===== config.mk =====
export PLATFORM = sky130hd
export DESIGN_NAME = mem_access_arbiter
export DESIGN_NICKNAME = d
export VERILOG_FILES = /design/src/rtl/mem_access_arbiter_pkg.sv /design/src/rtl/mem_access_arbiter_wait_counter.sv /design/src/rtl/mem_access_arbiter.sv
export SDC_FILE = /design/constraint.sdc
export NUM_CORES = 1
export LEC_CHECK = 0
export CAP_MARGIN = 20
export CORE_MARGIN = 3
export CORE_UTILIZATION = 42
export CTS_CLUSTER_SIZE = 16
export DETAILED_ROUTE_END_ITERATION = 7
export PLACE_DENSITY = 0.78
export SETUP_SLACK_MARGIN = 0.15
export SLEW_MARGIN = 20
export SYNTH_ARGS = -nofsm -noshare
export SYNTH_HDL_FRONTEND = slang
export SYNTH_HIERARCHICAL = 1
export SYNTH_SLANG_ARGS = --single-unit

===== constraint.sdc =====
create_clock -name clk -period 2.93 [get_ports clk]
set_input_delay 0.7325 -clock clk [delete_from_list [all_inputs] [get_ports clk]]
set_output_delay 0.7325 -clock clk [all_outputs]
set_load 0.01 [all_outputs]

===== src/rtl/mem_access_arbiter_pkg.sv =====
// Shared encodings and the alignment rule for the two-requester RAM arbiter.
package mem_arb_pkg;

    typedef enum logic [1:0] {
        ST_IDLE   = 2'd0,
        ST_ACCESS = 2'd1,
        ST_DONE   = 2'd2
    } state_e;

    localparam logic [1:0] DL_BYTE   = 2'b00;
    localparam logic [1:0] DL_HALF   = 2'b01;
    localparam logic [1:0] DL_WORD   = 2'b10;
    localparam logic [1:0] DL_DOUBLE = 2'b11;

    localparam logic OWN_CU = 1'b0;
    localparam logic OWN_LD = 1'b1;

    localparam int unsigned CNT_W = 3;

    // An access must start on a boundary of its own size.
    function automatic logic is_misaligned(input logic [1:0] dl, input logic [2:0] addr_lo);
        logic mis;
        case (dl)
            DL_HALF:   mis = addr_lo[0];
            DL_WORD:   mis = |addr_lo[1:0];
            DL_DOUBLE: mis = |addr_lo;
            default:   mis = 1'b0;
        endcase
        return mis;
    endfunction

endpackage


===== src/rtl/mem_access_arbiter_wait_counter.sv =====
// Down-counter that times the RAM access phase; zero marks the final access cycle.
module wait_counter
    import mem_arb_pkg::*;
#(
    parameter int unsigned WAIT_STATES = 2
) (
    input  logic clk,
    input  logic reset,
    input  logic load,
    input  logic dec,
    output logic zero
);

    logic [CNT_W-1:0] cnt_q, cnt_d;

    always_comb begin
        cnt_d = cnt_q;
        if (load) begin
            cnt_d = CNT_W'(WAIT_STATES);
        end else if (dec && (cnt_q != '0)) begin
            cnt_d = cnt_q - 1'b1;
        end
    end

    always_ff @(posedge clk or negedge reset) begin
        if (!reset) begin
            cnt_q <= '0;
        end else begin
            cnt_q <= cnt_d;
        end
    end

    assign zero = (cnt_q == '0);

endmodule


===== src/rtl/mem_access_arbiter.sv =====
// Round-robin arbiter sharing one RAM port between the control unit and the program loader.
module mem_access_arbiter
    import mem_arb_pkg::*;
#(
    parameter int unsigned ADDR_W      = 8,
    parameter int unsigned WAIT_STATES = 2
) (
    input  logic              clk,
    input  logic              reset,
    input  logic              cu_mov,
    input  logic              cu_rw,
    input  logic [1:0]        cu_dl,
    input  logic [ADDR_W-1:0] cu_addr,
    input  logic [31:0]       cu_wdata,
    output logic              cu_moc,
    output logic [31:0]       cu_rdata,
    input  logic              ld_req,
    input  logic              ld_rw,
    input  logic [1:0]        ld_dl,
    input  logic [ADDR_W-1:0] ld_addr,
    input  logic [31:0]       ld_wdata,
    output logic              ld_ack,
    output logic [31:0]       ld_rdata,
    output logic              ram_en,
    output logic              ram_rw,
    output logic [1:0]        ram_dl,
    output logic [ADDR_W-1:0] ram_addr,
    output logic [31:0]       ram_wdata,
    input  logic [31:0]       ram_rdata,
    output logic              err,
    output logic              owner,
    output logic              busy
);

    state_e            state_q, state_d;
    logic              last_owner_q, last_owner_d;
    logic              owner_q, owner_d;
    logic              busy_q, busy_d;
    logic              ram_en_q, ram_en_d;
    logic              cu_moc_q, cu_moc_d;
    logic              ld_ack_q, ld_ack_d;
    logic              err_q, err_d;
    logic              rw_q, rw_d;
    logic [1:0]        dl_q, dl_d;
    logic [ADDR_W-1:0] addr_q, addr_d;
    logic [31:0]       wdata_q, wdata_d;
    logic [31:0]       cu_rdata_q, cu_rdata_d;
    logic [31:0]       ld_rdata_q, ld_rdata_d;

    logic              grant_ld;
    logic              sel_rw;
    logic [1:0]        sel_dl;
    logic [ADDR_W-1:0] sel_addr;
    logic [31:0]       sel_wdata;
    logic              cnt_load, cnt_dec, cnt_zero;

    wait_counter #(.WAIT_STATES(WAIT_STATES)) u_wait (
        .clk   (clk),
        .reset (reset),
        .load  (cnt_load),
        .dec   (cnt_dec),
        .zero  (cnt_zero)
    );

    always_comb begin
        state_d      = state_q;
        last_owner_d = last_owner_q;
        owner_d      = owner_q;
        busy_d       = busy_q;
        ram_en_d     = ram_en_q;
        cu_moc_d     = cu_moc_q;
        ld_ack_d     = ld_ack_q;
        err_d        = err_q;
        rw_d         = rw_q;
        dl_d         = dl_q;
        addr_d       = addr_q;
        wdata_d      = wdata_q;
        cu_rdata_d   = cu_rdata_q;
        ld_rdata_d   = ld_rdata_q;
        cnt_load     = 1'b0;
        cnt_dec      = 1'b0;

        // Loader wins when alone, or on a tie when the CU was served last.
        grant_ld  = ld_req && (!cu_mov || (last_owner_q == OWN_CU));
        sel_rw    = grant_ld ? ld_rw    : cu_rw;
        sel_dl    = grant_ld ? ld_dl    : cu_dl;
        sel_addr  = grant_ld ? ld_addr  : cu_addr;
        sel_wdata = grant_ld ? ld_wdata : cu_wdata;

        unique case (state_q)
            ST_IDLE: begin
                if (cu_mov || ld_req) begin
                    owner_d = grant_ld ? OWN_LD : OWN_CU;
                    busy_d  = 1'b1;
                    rw_d    = sel_rw;
                    dl_d    = sel_dl;
                    addr_d  = sel_addr;
                    wdata_d = sel_wdata;
                    if (is_misaligned(sel_dl, sel_addr[2:0])) begin
                        state_d  = ST_DONE;
                        err_d    = 1'b1;
                        cu_moc_d = !grant_ld;
                        ld_ack_d = grant_ld;
                    end else begin
                        state_d  = ST_ACCESS;
                        ram_en_d = 1'b1;
                        cnt_load = 1'b1;
                    end
                end
            end
            ST_ACCESS: begin
                if (cnt_zero) begin
                    state_d  = ST_DONE;
                    ram_en_d = 1'b0;
                    cu_moc_d = (owner_q == OWN_CU);
                    ld_ack_d = (owner_q == OWN_LD);
                    if (rw_q) begin
                        if (owner_q == OWN_LD) ld_rdata_d = ram_rdata;
                        else                   cu_rdata_d = ram_rdata;
                    end
                end else begin
                    cnt_dec = 1'b1;
                end
            end
            ST_DONE: begin
                if (!((owner_q == OWN_LD) ? ld_req : cu_mov)) begin
                    state_d      = ST_IDLE;
                    last_owner_d = owner_q;
                    busy_d       = 1'b0;
                    cu_moc_d     = 1'b0;
                    ld_ack_d     = 1'b0;
                    err_d        = 1'b0;
                end
            end
            default: state_d = ST_IDLE;
        endcase
    end

    always_ff @(posedge clk or negedge reset) begin
        if (!reset) begin
            state_q      <= ST_IDLE;
            last_owner_q <= OWN_LD;
            owner_q      <= OWN_CU;
            busy_q       <= 1'b0;
            ram_en_q     <= 1'b0;
            cu_moc_q     <= 1'b0;
            ld_ack_q     <= 1'b0;
            err_q        <= 1'b0;
            rw_q         <= 1'b0;
            dl_q         <= '0;
            addr_q       <= '0;
            wdata_q      <= '0;
            cu_rdata_q   <= '0;
            ld_rdata_q   <= '0;
        end else begin
            state_q      <= state_d;
            last_owner_q <= last_owner_d;
            owner_q      <= owner_d;
            busy_q       <= busy_d;
            ram_en_q     <= ram_en_d;
            cu_moc_q     <= cu_moc_d;
            ld_ack_q     <= ld_ack_d;
            err_q        <= err_d;
            rw_q         <= rw_d;
            dl_q         <= dl_d;
            addr_q       <= addr_d;
            wdata_q      <= wdata_d;
            cu_rdata_q   <= cu_rdata_d;
            ld_rdata_q   <= ld_rdata_d;
        end
    end

    assign cu_moc    = cu_moc_q;
    assign cu_rdata  = cu_rdata_q;
    assign ld_ack    = ld_ack_q;
    assign ld_rdata  = ld_rdata_q;
    assign ram_en    = ram_en_q;
    assign ram_rw    = rw_q;
    assign ram_dl    = dl_q;
    assign ram_addr  = addr_q;
    assign ram_wdata = wdata_q;
    assign err       = err_q;
    assign owner     = owner_q;
    assign busy      = busy_q;

endmodule


==> results by group <==
Outcome
  – Outcome: complete, no violations

Worst setup path
  – CP startpoint kind: primary input
  – Crit path DAT: 2.75 ns
  – Worst Setup Path Type: primary input to flip-flop
  – CP Max Fanout: 7
  – R2R Setup Slk: 0.70 ns
  – Crit path required time: 3.21 ns
  – Endpoint class of the critical path: flip-flop
  – R2R depth: 6
  – RR Startpoint: u_wait/cnt_q[0]$_DFFE_PN0P_
  – R2R Path End: u_wait/cnt_q[0]$_DFFE_PN0P_

Route
  – Detailed Route Iter0 Violations: 204
  – Post-DRT Antenna Nets: 0
  – Vias per inst: 4.981
  – Router iterations before antenna repair: 4
  – Average wire per standard cell: roughly 17 um
  – Total Wirelength: about 14 mm
  – DR DRC count: 0
  – Vias: 4,010

Global routing
  – GR Util All Layers: 20.69%
  – Vias in the first global route: ~4,200
  – Global-route wire length before repair: around 21 mm
  – Largest net degree at the start of global routing: 81
  – Initial antenna violation count: 0
  – Gr ovfl total: 0

Hold path
  – HP Class: primary input to asynchronous set/reset pin

Layout
  – Multi-input gate area: 2042 sq um
  – Antenna cell count: 0
  – Fillers: 873
  – Register area: 2979 sq um
  – Non-Filler Instances: 805
  – Final nets: ~780
  – Share of cells above drive strength 1: about 16%
  – Area delta synth->final: 60.33%
  – Fin util: 70.59%

Floorplan
  – Die width: 116.6 um
  – Die area: 13,590 sq um
  – Num rows: 39
  – Core ar.: 11,660 sq um
  – Starting Density: 44.03%
  – Die height: 116.6 um
  – Ports: 235

Synth
  – Cells after Synth: between 400 and 500
  – Top cell type's share of synthesized area: 57.50%
  – Post-synthesis cell type count: 40
  – Mapped Nets: 537
  – Synth top area cells: dfrtp_1, mux2_2, mux2i_1, o21ai_0, nand2_1
  – Flops & latches, synth: about 120
  – Synth area leader: dfrtp_1
  – Syn_area_per_cell: 12.55 sq um
  – Synth Warn #: 6
  – Seq/Total Area, Yosys: 58.02%
  – Syn Std Cell Area: approximately 5000 sq um

Timing
  – Slew headroom: around 65%
  – Min Tclk post-route: 2.476 ns
  – Final setup TNS: 0 ns
  – Worst Max-Slew Pin Slew: 0.5244 ns
  – Final worst-path cycle share: 84.51%
  – Setup-failing EPs final: 0
  – F_max: 0.4039 GHz
  – Max-slew violations: 0
  – Final Hold Fails: 0
  – Max Clock Skew: 0.009944 ns
  – RSZ-0062 raised after global routing: false
  – Hold slack: 0.1604 ns

Clock tree
  – Post_cts resized: 0
  – Worst-path clk slew: 0.05 ns
  – Post-CTS Setup Inserts: 0
  – Hold_buf cts: 0
  – Inserted Clock Buffers: 17
  – # H-tree levels: 4
  – CTS root buf: clkbuf_16
  – TritonCTS sink count: 119
  – CTS tree: built
  – Clock latency at the later pin of the worst-skew pair: 0.40 ns
  – Clock Tree Buf Depth: 2

Run
  – Max Cap Violations: 0

Placed design
  – Placed insts: 773
  – GP Congestion: 0.8620
  – DP HPWL: between 10 and 15 mm
  – Port Buffers: 234

Power and ir drop
  – Power density of the placed cells: 1045 nW/um^2
  – Pleak: 0.003576 uW
  – Worst vdd ir: 0.5296 mV
[metal layers]
metal / wire length (um) / GRT usage (%) / share of wire, % / vias up
li1: - / - / - / 1917
met1: 5198 / 23.47 / 38 / 1938
met2: 7399 / 35.77 / 54 / 141
met3: 962 / 7.565 / 7.0 / 14
met4: 218 / 7.722 / 1.6 / 0
met5: 0 / 0 / 0 / -
[worst max-delay path: stages]
cell and delay (ns):
clkdlybuf4s50_1 0.66, a21bo_2 0.24, o21ai_0 0.11, and2_1 0.19, nor2_1 0.30, and2b_4 0.23
mux2_1 0.28
[power breakdown]
| part | total, uW | internal [uW] | leakage [uW] | switching, uW |
|---|---|---|---|---|
| logic | 3720 | 2170 | 0.00189 | 1550 |
| registers | 2910 | 2470 | 0.00142 | 443 |
| clock network | 1960 | 1290 | 0.000273 | 672 |
| total | 8600 | 5940 | 0.00358 | 2660 |
[state kept, by name, summed over array words and instances (netlist names)]
signal and flops:
busy 1, cu_moc 1, cu_rdata 32, err 1
last_owner_q 1, ld_ack 1, ld_rdata 32, owner 1
ram_addr 8, ram_dl 2, ram_en 1, ram_rw 1
ram_wdata 32, state_q 2, u_wait/cnt_q 3
[kinds of logic after synthesis]
logic type      Yosys count  share of synthesized area [%]
flops                   119                          58.02
mux                     111                          23.37
compound gates           74                          8.699
simple gates             69                          6.019
buf+inv                  30                          2.437
fa+ha+maj                 6                          1.462
[cells in the final DEF (no fill, tap or decap), types with 2 or more instances in the layout]
cell type / count
ha_1: 6
and2b_4: 2
mux2i_1: 43
mux2_2: 64
buf_12: 3
inv_1: 8
o211ai_1: 4
nand2_1: 46
a21o_1: 3
buf_4: 7
clkbuf_8: 2
a21oi_1: 6
nor2_1: 8
clkinv_2: 3
clkbuf_16: 17
nor2b_1: 2
o21ai_0: 50
mux2_1: 3
clkdlybuf4s50_1: 233
dfrtp_1: 118
clkbuf_1: 8
nand3_1: 2
bufinv_16: 2
[stage by stage]
step | total power [uW] | setup WS [ns] | cell area [sq um]
final | 8600 | 0.4539 | 8233
after global routing | 9137 | 0.3327 | 8233
after CTS | 8709 | 0.4641 | 8233
after detailed placement | 6702 | 0.06908 | 7675
after global placement | 6569 | 0.1349 | 7675
after floorplan | 4485 | 0.7510 | 5135
[area by class of cell]
| class | instances | share of cell area [%] |
|---|---|---|
| inverters | 8 | 0.3647 |
| clock inverters | 5 | 0.9119 |
| repair buffers | 243 | 29.70 |
| multi-input cells | 260 | 24.80 |
| clock buffers | 27 | 5.866 |
| well taps | 143 | 2.173 |
| flip-flops and latches | 119 | 36.19 |
[worst max-delay path by stage]
| stage | slack [ns] | endpoint | cells past startpoint | startpoint |
|---|---|---|---|---|
| after detailed placement | 0.07 | u_wait/cnt_q[0]$_DFFE_PN0P_ | 7 | cu_mov |
| after global routing | 0.33 | u_wait/cnt_q[0]$_DFFE_PN0P_ | 7 | cu_dl[0] |
| after CTS | 0.46 | u_wait/cnt_q[0]$_DFFE_PN0P_ | 7 | cu_mov |
| after floorplan | 0.75 | u_wait/cnt_q[0]$_DFFE_PN0P_ | 6 | cu_dl[0] |
| final | 0.45 | u_wait/cnt_q[0]$_DFFE_PN0P_ | 7 | cu_mov |
| after global placement | 0.13 | u_wait/cnt_q[0]$_DFFE_PN0P_ | 7 | cu_mov |
[synthesized netlist by cell type (all sizes together)]
library cell / instances
and2b: 2
dfrtp: 118
o21ai: 51
nand2: 46
nor2: 8
nor2b: 2
nand4: 1
a2111oi: 2
mux2: 68
nor3: 1
a21o: 3
o211ai: 4
ha: 6
or4b: 1
a211oi: 1
buf: 8
a21boi: 2
a21bo: 1
o32a: 1
dfstp: 1
o31ai: 1
mux2i: 43
and3: 1
nand3b: 1
o41ai: 1
a311o: 1
a21oi: 6
clkbuf: 14
nand3: 2
and2: 1
nand4b: 1
nor3b: 1
nand2b: 1
inv: 8
Power figures use the tool's default switching activity.
